==> src/rtl/seg7_pkg.sv <==
// Shared constants for the six-digit 7-segment scan stage: digit count, blank/dash patterns,
// decimal-point placement, display modes and the active-low BCD segment table.
package seg7_pkg;

  localparam int NDIG = 6;

  localparam logic [6:0] SEG_BLANK = 7'h7F;
  localparam logic [6:0] SEG_DASH  = 7'h3F;

  // Digit indices 2 and 4 carry the point: hh.mm.ss / mm.ss.cc
  localparam logic [5:0] DP_MASK = 6'b010100;

  typedef enum logic [1:0] {
    MODE_CLOCK  = 2'd0,
    MODE_ALARM  = 2'd1,
    MODE_SWATCH = 2'd2,
    MODE_NONE   = 2'd3
  } mode_t;

  // {g,f,e,d,c,b,a}, active-low; codes 10-15 are blank
  localparam logic [6:0] SEG_TABLE [16] = '{
    7'h40, 7'h79, 7'h24, 7'h30, 7'h19, 7'h12, 7'h02, 7'h78,
    7'h00, 7'h10, 7'h7F, 7'h7F, 7'h7F, 7'h7F, 7'h7F, 7'h7F
  };

endpackage

==> src/rtl/bcd_to_seg7.sv <==
// Combinational BCD to active-low 7-segment decode; non-decimal codes come out blank.
module bcd_to_seg7
  import seg7_pkg::*;
(
  input  logic [3:0] bcd,
  output logic [6:0] seg
);

  // Table lookup of the segment pattern
  always_comb begin
    seg = SEG_TABLE[bcd];
  end

endmodule

==> src/rtl/seg7_scan6.sv <==
// Six-digit common-anode 7-segment scanner: per-frame digit snapshot, anti-ghosting guard,
// decimal points per mode and alarm blink, all outputs registered.
module seg7_scan6
  import seg7_pkg::*;
#(
  parameter int CLK_HZ   = 50_000_000,
  parameter int SCAN_HZ  = 6000,
  parameter int BLINK_HZ = 2,
  parameter int GUARD    = 4
) (
  input  logic       clk,
  input  logic       rst,
  input  logic [3:0] a,
  input  logic [3:0] a2,
  input  logic [3:0] a3,
  input  logic [3:0] a4,
  input  logic [3:0] a5,
  input  logic [3:0] a6,
  input  logic [1:0] Y,
  input  logic       twinkle,
  output logic [5:0] an,
  output logic [6:0] seg,
  output logic       dp
);

  localparam int SCAN_DIV  = CLK_HZ / SCAN_HZ;
  localparam int BLINK_DIV = CLK_HZ / (2 * BLINK_HZ);
  localparam int PW        = $clog2(SCAN_DIV);
  localparam int BW        = $clog2(BLINK_DIV);

  logic [PW-1:0] pre_r;
  logic [2:0]    idx_r;
  logic [BW-1:0] blink_cnt_r;
  logic          phase_r;
  logic [3:0]    snap_r [NDIG];
  mode_t         snap_mode_r;
  logic          snap_tw_r;

  logic          tick_s;
  logic [3:0]    cur_digit_s;
  logic [6:0]    dec_seg_s;
  logic [5:0]    onehot_s;
  logic [5:0]    an_nxt_s;
  logic [6:0]    seg_nxt_s;
  logic          dp_nxt_s;

  logic [5:0]    an_r;
  logic [6:0]    seg_r;
  logic          dp_r;

  assign tick_s = (pre_r == PW'(SCAN_DIV - 1));

  // Prescaler, digit index and frame snapshot taken on the 5->0 wrap
  always_ff @(posedge clk or negedge rst) begin
    if (!rst) begin
      pre_r       <= '0;
      idx_r       <= 3'd0;
      snap_r      <= '{default: 4'd0};
      snap_mode_r <= MODE_CLOCK;
      snap_tw_r   <= 1'b0;
    end else if (tick_s) begin
      pre_r <= '0;
      if (idx_r == 3'(NDIG - 1)) begin
        idx_r       <= 3'd0;
        snap_r      <= '{a, a2, a3, a4, a5, a6};
        snap_mode_r <= mode_t'(Y);
        snap_tw_r   <= twinkle;
      end else begin
        idx_r <= idx_r + 3'd1;
      end
    end else begin
      pre_r <= pre_r + PW'(1);
    end
  end

  // Free-running blink half-period counter and on/off phase
  always_ff @(posedge clk or negedge rst) begin
    if (!rst) begin
      blink_cnt_r <= '0;
      phase_r     <= 1'b0;
    end else if (blink_cnt_r == BW'(BLINK_DIV - 1)) begin
      blink_cnt_r <= '0;
      phase_r     <= ~phase_r;
    end else begin
      blink_cnt_r <= blink_cnt_r + BW'(1);
    end
  end

  // Select the snapshot digit for the active slot
  always_comb begin
    case (idx_r)
      3'd0:    cur_digit_s = snap_r[0];
      3'd1:    cur_digit_s = snap_r[1];
      3'd2:    cur_digit_s = snap_r[2];
      3'd3:    cur_digit_s = snap_r[3];
      3'd4:    cur_digit_s = snap_r[4];
      3'd5:    cur_digit_s = snap_r[5];
      default: cur_digit_s = 4'd0;
    endcase
  end

  bcd_to_seg7 u_dec (
    .bcd (cur_digit_s),
    .seg (dec_seg_s)
  );

  // Next anode/segment/point values from index, snapshot, guard and blink
  always_comb begin
    onehot_s = 6'(6'b000001 << idx_r);
    if (snap_mode_r == MODE_NONE) begin
      seg_nxt_s = SEG_DASH;
      dp_nxt_s  = 1'b1;
    end else begin
      seg_nxt_s = dec_seg_s;
      dp_nxt_s  = ~|(onehot_s & DP_MASK);
    end
    if ((pre_r < PW'(GUARD)) || (snap_tw_r && phase_r)) begin
      an_nxt_s = 6'b111111;
    end else begin
      an_nxt_s = ~onehot_s;
    end
  end

  // Output registers
  always_ff @(posedge clk or negedge rst) begin
    if (!rst) begin
      an_r  <= 6'b111111;
      seg_r <= SEG_BLANK;
      dp_r  <= 1'b1;
    end else begin
      an_r  <= an_nxt_s;
      seg_r <= seg_nxt_s;
      dp_r  <= dp_nxt_s;
    end
  end

  assign an  = an_r;
  assign seg = seg_r;
  assign dp  = dp_r;

endmodule
==> config.mk <==
export PLATFORM = sky130hd
export DESIGN_NAME = seg7_scan6
export DESIGN_NICKNAME = d
export VERILOG_FILES = /design/src/rtl/seg7_pkg.sv /design/src/rtl/bcd_to_seg7.sv /design/src/rtl/seg7_scan6.sv
export SDC_FILE = /design/constraint.sdc
export NUM_CORES = 1
export LEC_CHECK = 0
export ABC_CLOCK_PERIOD_IN_PS = 2500
export BUFFER_PORTS_ARGS = -buffer_cell sky130_fd_sc_hd__buf_2
export CAP_MARGIN = 40
export CORE_ASPECT_RATIO = 0.6
export CORE_MARGIN = 5
export CORE_UTILIZATION = 40
export CTS_CLUSTER_DIAMETER = 40
export DETAILED_ROUTE_END_ITERATION = 6
export PLACE_DENSITY = 0.71
export SYNTH_ARGS = -nofsm -noshare
export SYNTH_HDL_FRONTEND = slang
export SYNTH_SLANG_ARGS = --single-unit
==> constraint.sdc <==
create_clock -name clk -period 2.5 [get_ports clk]
set_clock_uncertainty 0.15 [all_clocks]
set_input_delay 0.5 -clock clk [delete_from_list [all_inputs] [get_ports clk]]
set_output_delay 0.5 -clock clk [all_outputs]
set_load 0.01 [all_outputs]
==> reports/results.tsv, run 1 <==
metric	value	unit
CTS tree	done	
Period minus WS final	2.346	ns
Critical Path Fanout Max	5	
Synth-to-Final Area Change	19.49	%
setup_tns	0	ns
Final Core Density	49.93	%
CP max-delay cell	dfrtp_1	
crit path cell chain	and2_1 -> ha_1 -> and2_1 -> a221o_2 -> clkinv_4 -> ha_1 -> and3b_1 -> o211ai_1 -> o31a_1	
Arrival @ worst endpoint	2.48	ns
Worst Setup End Kind	flip-flop	
reg-to-reg critical path startpoint	idx_r[0]	
CP required	2.63	ns
Chip Width	137.6	um
GRT Total Usage	14.60	%
share of layout cells above drive strength 1	31.66	%
Port Buffers	42	
Antenna Violating Nets Remaining	0	
first-pass GRT wire length	13.52	mm
slowest stage delay, CP	0.42	ns
Filler cells	860	
1st-pass router iterations	4	
slew margin rel.	63.67	%
final WL	7.897	mm
antenna violations before repair	0	
largest net degree at the start of global routing	52	
library cells used by synthesis	52	
final net count	431	
Core Footprint	0.009358	mm^2
Final Cycle Share	93.84	%
Place WS	0.08142	ns
Synth area leader	dfrtp_1	
FF/Latch Area	0.002095	mm^2
clock buffer count from CTS	9	
Max VDD drop	0.0003174	V
DR vias/cell	5.064	
Antenna diodes	0	
#FFs+latches synth	83	
Ports	43	
Syn Inst Count	336	
Clock Tree Buf Depth	2	
die extent in y	86.59	um
post-synthesis sequential area ratio	53.57	%
vias in the first global route	2793	
remaining global-route overflow	0	
CTS Sinks	83	
CTS HTree Levels	3	
RSZ-0062 raised after global routing	false	
Placer Congestion	0.8403	
Slew Limit Fails	0	
YS warnings	0	
Tot Pwr	0.002749	W
Reg2Reg Setup Slack	0.15	ns
Leak	2.218	nW
Worst Tran Pin Value	0.5400	ns
Pwr Density	588.4	mW/mm^2
area taken by multi-input logic gates	0.001712	mm^2
outcome	complete, no violations	
row count	27	
Critical Path End	seg[0]	
clk_lat worst skew	0.34	ns
Post-Syn Area	0.003910	mm^2
Avg Inst Size Synth	11.64	um^2
Reg clk slew, reported paths	0.06	ns
cell with the most instances after synthesis	dfrtp_1	
Synth async-reset ratio	100.0	%
final setup fails	0	
Synth top area share	44.16	%
number of flops mapped to enable cells by yosys	0	
worst setup margin	0.1539	ns
Initial Util	41.78	%
r2r worst-path depth	9	
CP Launch Point	idx_r[0]	
Max Clk Rate	426.2	MHz
drt drc	0	
Final Instance Area	0.004672	mm^2
setup bufs post-CTS	0	
Hold Path Class	in2reg	
drt initial violations	128	
clk root buf	clkbuf_16	
Post-Syn Nets	374	
DR WL/cell	14.96	um
vias	2674	
max-cap violations	0	
dpl cell area	0.004337	mm^2
startpoint types	flip-flop	
ys flop type	dfrtp_1	
critical path type	reg2reg	
Final Hold Viols	0	
post-DP HPWL	5.811	mm
Die ar.	0.01192	mm^2
top post-synthesis cells by area	dfrtp_1 44%, dfstp_2 9.4%, mux2_2 8.6%	
Commonest cells post-synth	69 x dfrtp_1, 30 x mux2_2, 27 x nor2_1, 26 x nand2_1, 19 x xor2_1	
Critical R2R Capture	seg[0]	
Worst Min Path Start	a5[3]	
stage by stage:
stage / instances / hold slack [ns]
finish: 528 / 0.2408
global route: 528 / 0.2258
CTS: 528 / 0.2242
detailed placement: 511 / 0.3130
global placement: 511 / 0.3107
floorplan: 336 / 0.05441
cells by family after synthesis:
family | count (synthesis) | share of synthesized area [%]
simple gates | 130 | 17.89
fa+ha+maj | 9 | 2.880
buf+inv | 20 | 2.816
xor+xnor | 33 | 7.392
flops | 83 | 53.57
compound gates | 26 | 5.216
mux | 35 | 10.24
where the power goes:
part | internal [W] | total [W] | switching, W
registers | 0.00134 | 0.00134 | 0
clock network | 0.000826 | 0.00135 | 0.000527
logic | 0.0000201 | 0.0000513 | 0.0000312
total | 0.00219 | 0.00275 | 0.000558
cells in the final DEF, fill, tap and decap left out, types with 3 or more instances in the layout:
cell,netlist,routed
buf_2,3,41
inv_1,10,10
dfrtp_1,69,69
nor3_1,6,5
ha_1,9,9
mux2_2,30,30
and3b_1,5,5
xnor2_1,14,14
dfstp_2,14,14
mux2i_1,4,4
nor4_1,6,6
and2_1,8,7
nand3b_1,4,4
nand2_1,26,26
xor2_1,19,19
nor2_1,27,27
and3_1,6,6
o21ai_0,4,4
clkbuf_16,0,11
a21o_1,3,3
nand3_1,16,16
clkinv_4,1,4
nand4_1,9,9
buf_4,1,11
critical path, delay by kind of cell (launching register included):
kind	cells	cell delay (ns)
AO/OA/AOI/OAI	3	0.76
AND/OR/NAND/NOR	3	0.50
flip-flops	1	0.42
adder cells (fa/ha/maj)	2	0.37
buffers and inverters	1	0.09
sequential cells by signal, indices dropped and copies added (netlist names):
register     cells
blink_cnt_r     24
snap_r          24
pre_r           14
seg              7
an               6
idx_r            3
snap_mode_r      2
dp               1
phase_r          1
snap_tw_r        1
cell type report:
cell class	count	share of cell area (%)
clock inverters	3	0.5624
well taps	130	3.482
repair buffers	55	7.231
flip-flops and latches	83	44.83
multi-input cells	233	36.64
clock buffers	13	6.267
inverters	11	0.9909
worst min-delay path by stage:
stage / to / slack (ns) / depth (start not counted)
after floorplan: blink_cnt_r[0] / 0.05 / 0
after global placement: pre_r[11] / 0.31 / 1
after detailed placement: pre_r[11] / 0.31 / 1
after CTS: snap_r[7] / 0.22 / 2
after global routing: snap_r[17] / 0.23 / 2
final: snap_r[7] / 0.24 / 2
per-layer routing:
layer | GRT usage (%) | wire, um
met3 | 5.220 | 479
met5 | 0 | 0
met2 | 21.90 | 3596
met1 | 19.92 | 3728
met4 | 4.348 | 93
what timing repair did:
action | 4_1_cts | 5_1_grt
endpoints found under the hold margin | 18 | 0
resized for setup | 0 | 2
hold buffers | 1 | 0
endpoints found under the setup margin | 0 | 4
(Power assumes the default switching activity.)
==> inputs of run 2 (changes only) <==
--- a/config.mk
+++ b/config.mk
@@ -9,11 +9,12 @@
 export BUFFER_PORTS_ARGS = -buffer_cell sky130_fd_sc_hd__buf_2
 export CAP_MARGIN = 40
 export CORE_ASPECT_RATIO = 0.6
-export CORE_MARGIN = 5
 export CORE_UTILIZATION = 40
 export CTS_CLUSTER_DIAMETER = 40
 export DETAILED_ROUTE_END_ITERATION = 6
+export GPL_ROUTABILITY_DRIVEN = 1
 export PLACE_DENSITY = 0.71
+export REMOVE_ABC_BUFFERS = 1
 export SYNTH_ARGS = -nofsm -noshare
 export SYNTH_HDL_FRONTEND = slang
 export SYNTH_SLANG_ARGS = --single-unit
==> reports/results.tsv, run 2 (same netlist as run 1, synthesis figures left out) <==
metric	value	unit
drt initial violations	154	
Antenna Violating Nets Remaining	0	
Port Buffers	42	
Critical Path Fanout Max	5	
setup_tns	0	ns
CP required	2.61	ns
Placer Congestion	0.8882	
final setup fails	0	
Max VDD drop	0.0003592	V
Final Core Density	49.89	%
Worst Tran Pin Value	0.6042	ns
CP top delay family	simple AND/OR/NAND/NOR gates	
CP bufs+invs	1	
max-cap violations	0	
Ports	43	
hold buffers post-CTS	0	
GRT Total Usage	16.40	%
remaining global-route overflow	0	
clk_lat worst skew	0.34	ns
area taken by multi-input logic gates	0.001710	mm^2
startpoint types	flip-flop	
DR WL/cell	14.26	um
Worst Setup End Kind	flip-flop	
Core Footprint	0.009324	mm^2
share of layout cells above drive strength 1	32.07	%
FF/Latch Area	0.002096	mm^2
slowest stage delay, CP	0.43	ns
Max Clk Rate	427.7	MHz
Slew Limit Fails	0	
1st-pass router iterations	4	
critical path type	reg2reg	
CTS Sinks	83	
Initial Util	41.94	%
Period minus WS final	2.338	ns
most frequent cells in the layout	68 x dfrtp_1, 41 x buf_2, 30 x mux2_2, 27 x nor2_1, 26 x nand2_1	
DR vias/cell	4.990	
commonest non-fill, non-tap cell in the layout	dfrtp_1	
Reg clk slew, reported paths	0.06	ns
clk root buf	clkbuf_16	
post-DP HPWL	5.398	mm
Pwr Density	600.5	mW/mm^2
final cell count without fillers	526	
CP max-delay cell	dfrtp_2	
Hold Path Class	in2async	
Synth-to-Final Area Change	18.98	%
vias in the first global route	2588	
Final Cycle Share	93.52	%
die extent in y	78.59	um
RSZ-0062 raised after global routing	false	
Final Hold Viols	2	
Antenna diodes	0	
final net count	429	
hold_ws	-0.005001	ns
final WL	7.500	mm
row count	27	
drt drc	0	
slew margin rel.	59.65	%
CTS HTree Levels	3	
vias	2625	
crit-path most repeated cell	and2_1	
first-pass GRT wire length	12.68	mm
clock buffer count from CTS	9	
outcome	complete, but fails checks	
Clock Tree Buf Depth	2	
largest net degree at the start of global routing	44	
Chip Width	129.6	um
Leak	2.203	nW
CTS tree	done	
Filler cells	848	
Arrival @ worst endpoint	2.45	ns
biggest regs	blink_cnt_r (24), snap_r (24), pre_r (14)	
failing checks	negative hold slack	
antenna violations before repair	0	
Tot Pwr	0.002793	W
Die ar.	0.01019	mm^2
DP Cell Count	508	
crit path cell chain	and2_1 -> ha_2 -> and2_1 -> a311oi_1 -> and2_4 -> inv_1 -> ha_1 -> and3b_1 -> o211ai_1 -> o31a_1	
==> run 2: worst paths after layout <==
path,start,end,slack (ns),cells after the start
max in group asynchronous,rst,idx_r[0],1.59,2
setup / recovery,idx_r[0],seg[0],0.16,10
min in group clk,a[2],snap_r[22],0.24,2
setup reg to reg,idx_r[0],seg[0],0.16,10
hold / removal,rst,snap_r[22],-0.005,1
hold reg to reg,blink_cnt_r[23],blink_cnt_r[23],0.32,1
==> run 2: final cells by class <==
cell class                      instances  share of cell area, %
Sequential cell                        83                  45.05
Clock buffer                            9                  4.841
Inverter                               11                 0.9952
Tap cell                              130                  3.497
Timing Repair Buffer                   53                  6.885
Clock inverter                          7                  1.963
Multi-Input combinational cell        233                  36.77
==> run 2: worst register-to-register path, cell delays in order (launching register included) <==
cell and delay [ns]:
dfrtp_2 0.43, and2_1 0.17, ha_2 0.19, and2_1 0.14, a311oi_1 0.26, and2_4 0.21, inv_1 0.07, ha_1 0.18
and3b_1 0.21, o211ai_1 0.10, o31a_1 0.16
==> run 2: routing by layer <==
metal | vias to the layer above | wire length, um | track usage (%)
li1 | 1292 | - | -
met1 | 1281 | 3825 | 22.69
met2 | 45 | 3248 | 23.58
met3 | 7 | 358 | 6.067
met4 | 0 | 68 | 5.233
met5 | - | 0 | 0
==> run 2: per-stage QoR <==
| stage | setup slack, ns | cell area [um^2] | hold WS [ns] |
|---|---|---|---|
| 2_1_floorplan | -0.2280 | 3846 | 0.05441 |
| 3_3_place_gp | 0.1714 | 4314 | 0.3094 |
| 3_5_place_dp | 0.08876 | 4314 | 0.3173 |
| 4_1_cts | 0.07335 | 4631 | 0.01733 |
| 5_1_grt | 0.009668 | 4652 | 0.04249 |
| 6_report | 0.1619 | 4652 | -0.005001 |
==> run 2: repair_timing <==
item                                    in CTS  in global routing
resized for setup                            0                  4
endpoints found under the hold margin        0                  0
endpoints found under the setup margin       0                  3
setup buffers                                0                  2
==> run 2: power breakdown <==
group | total, W | internal [W] | switching (W)
Sequential | 0.00134 | 0.00134 | 0
Combinational | 0.0000519 | 0.0000191 | 0.0000328
Clock | 0.00140 | 0.000872 | 0.000525
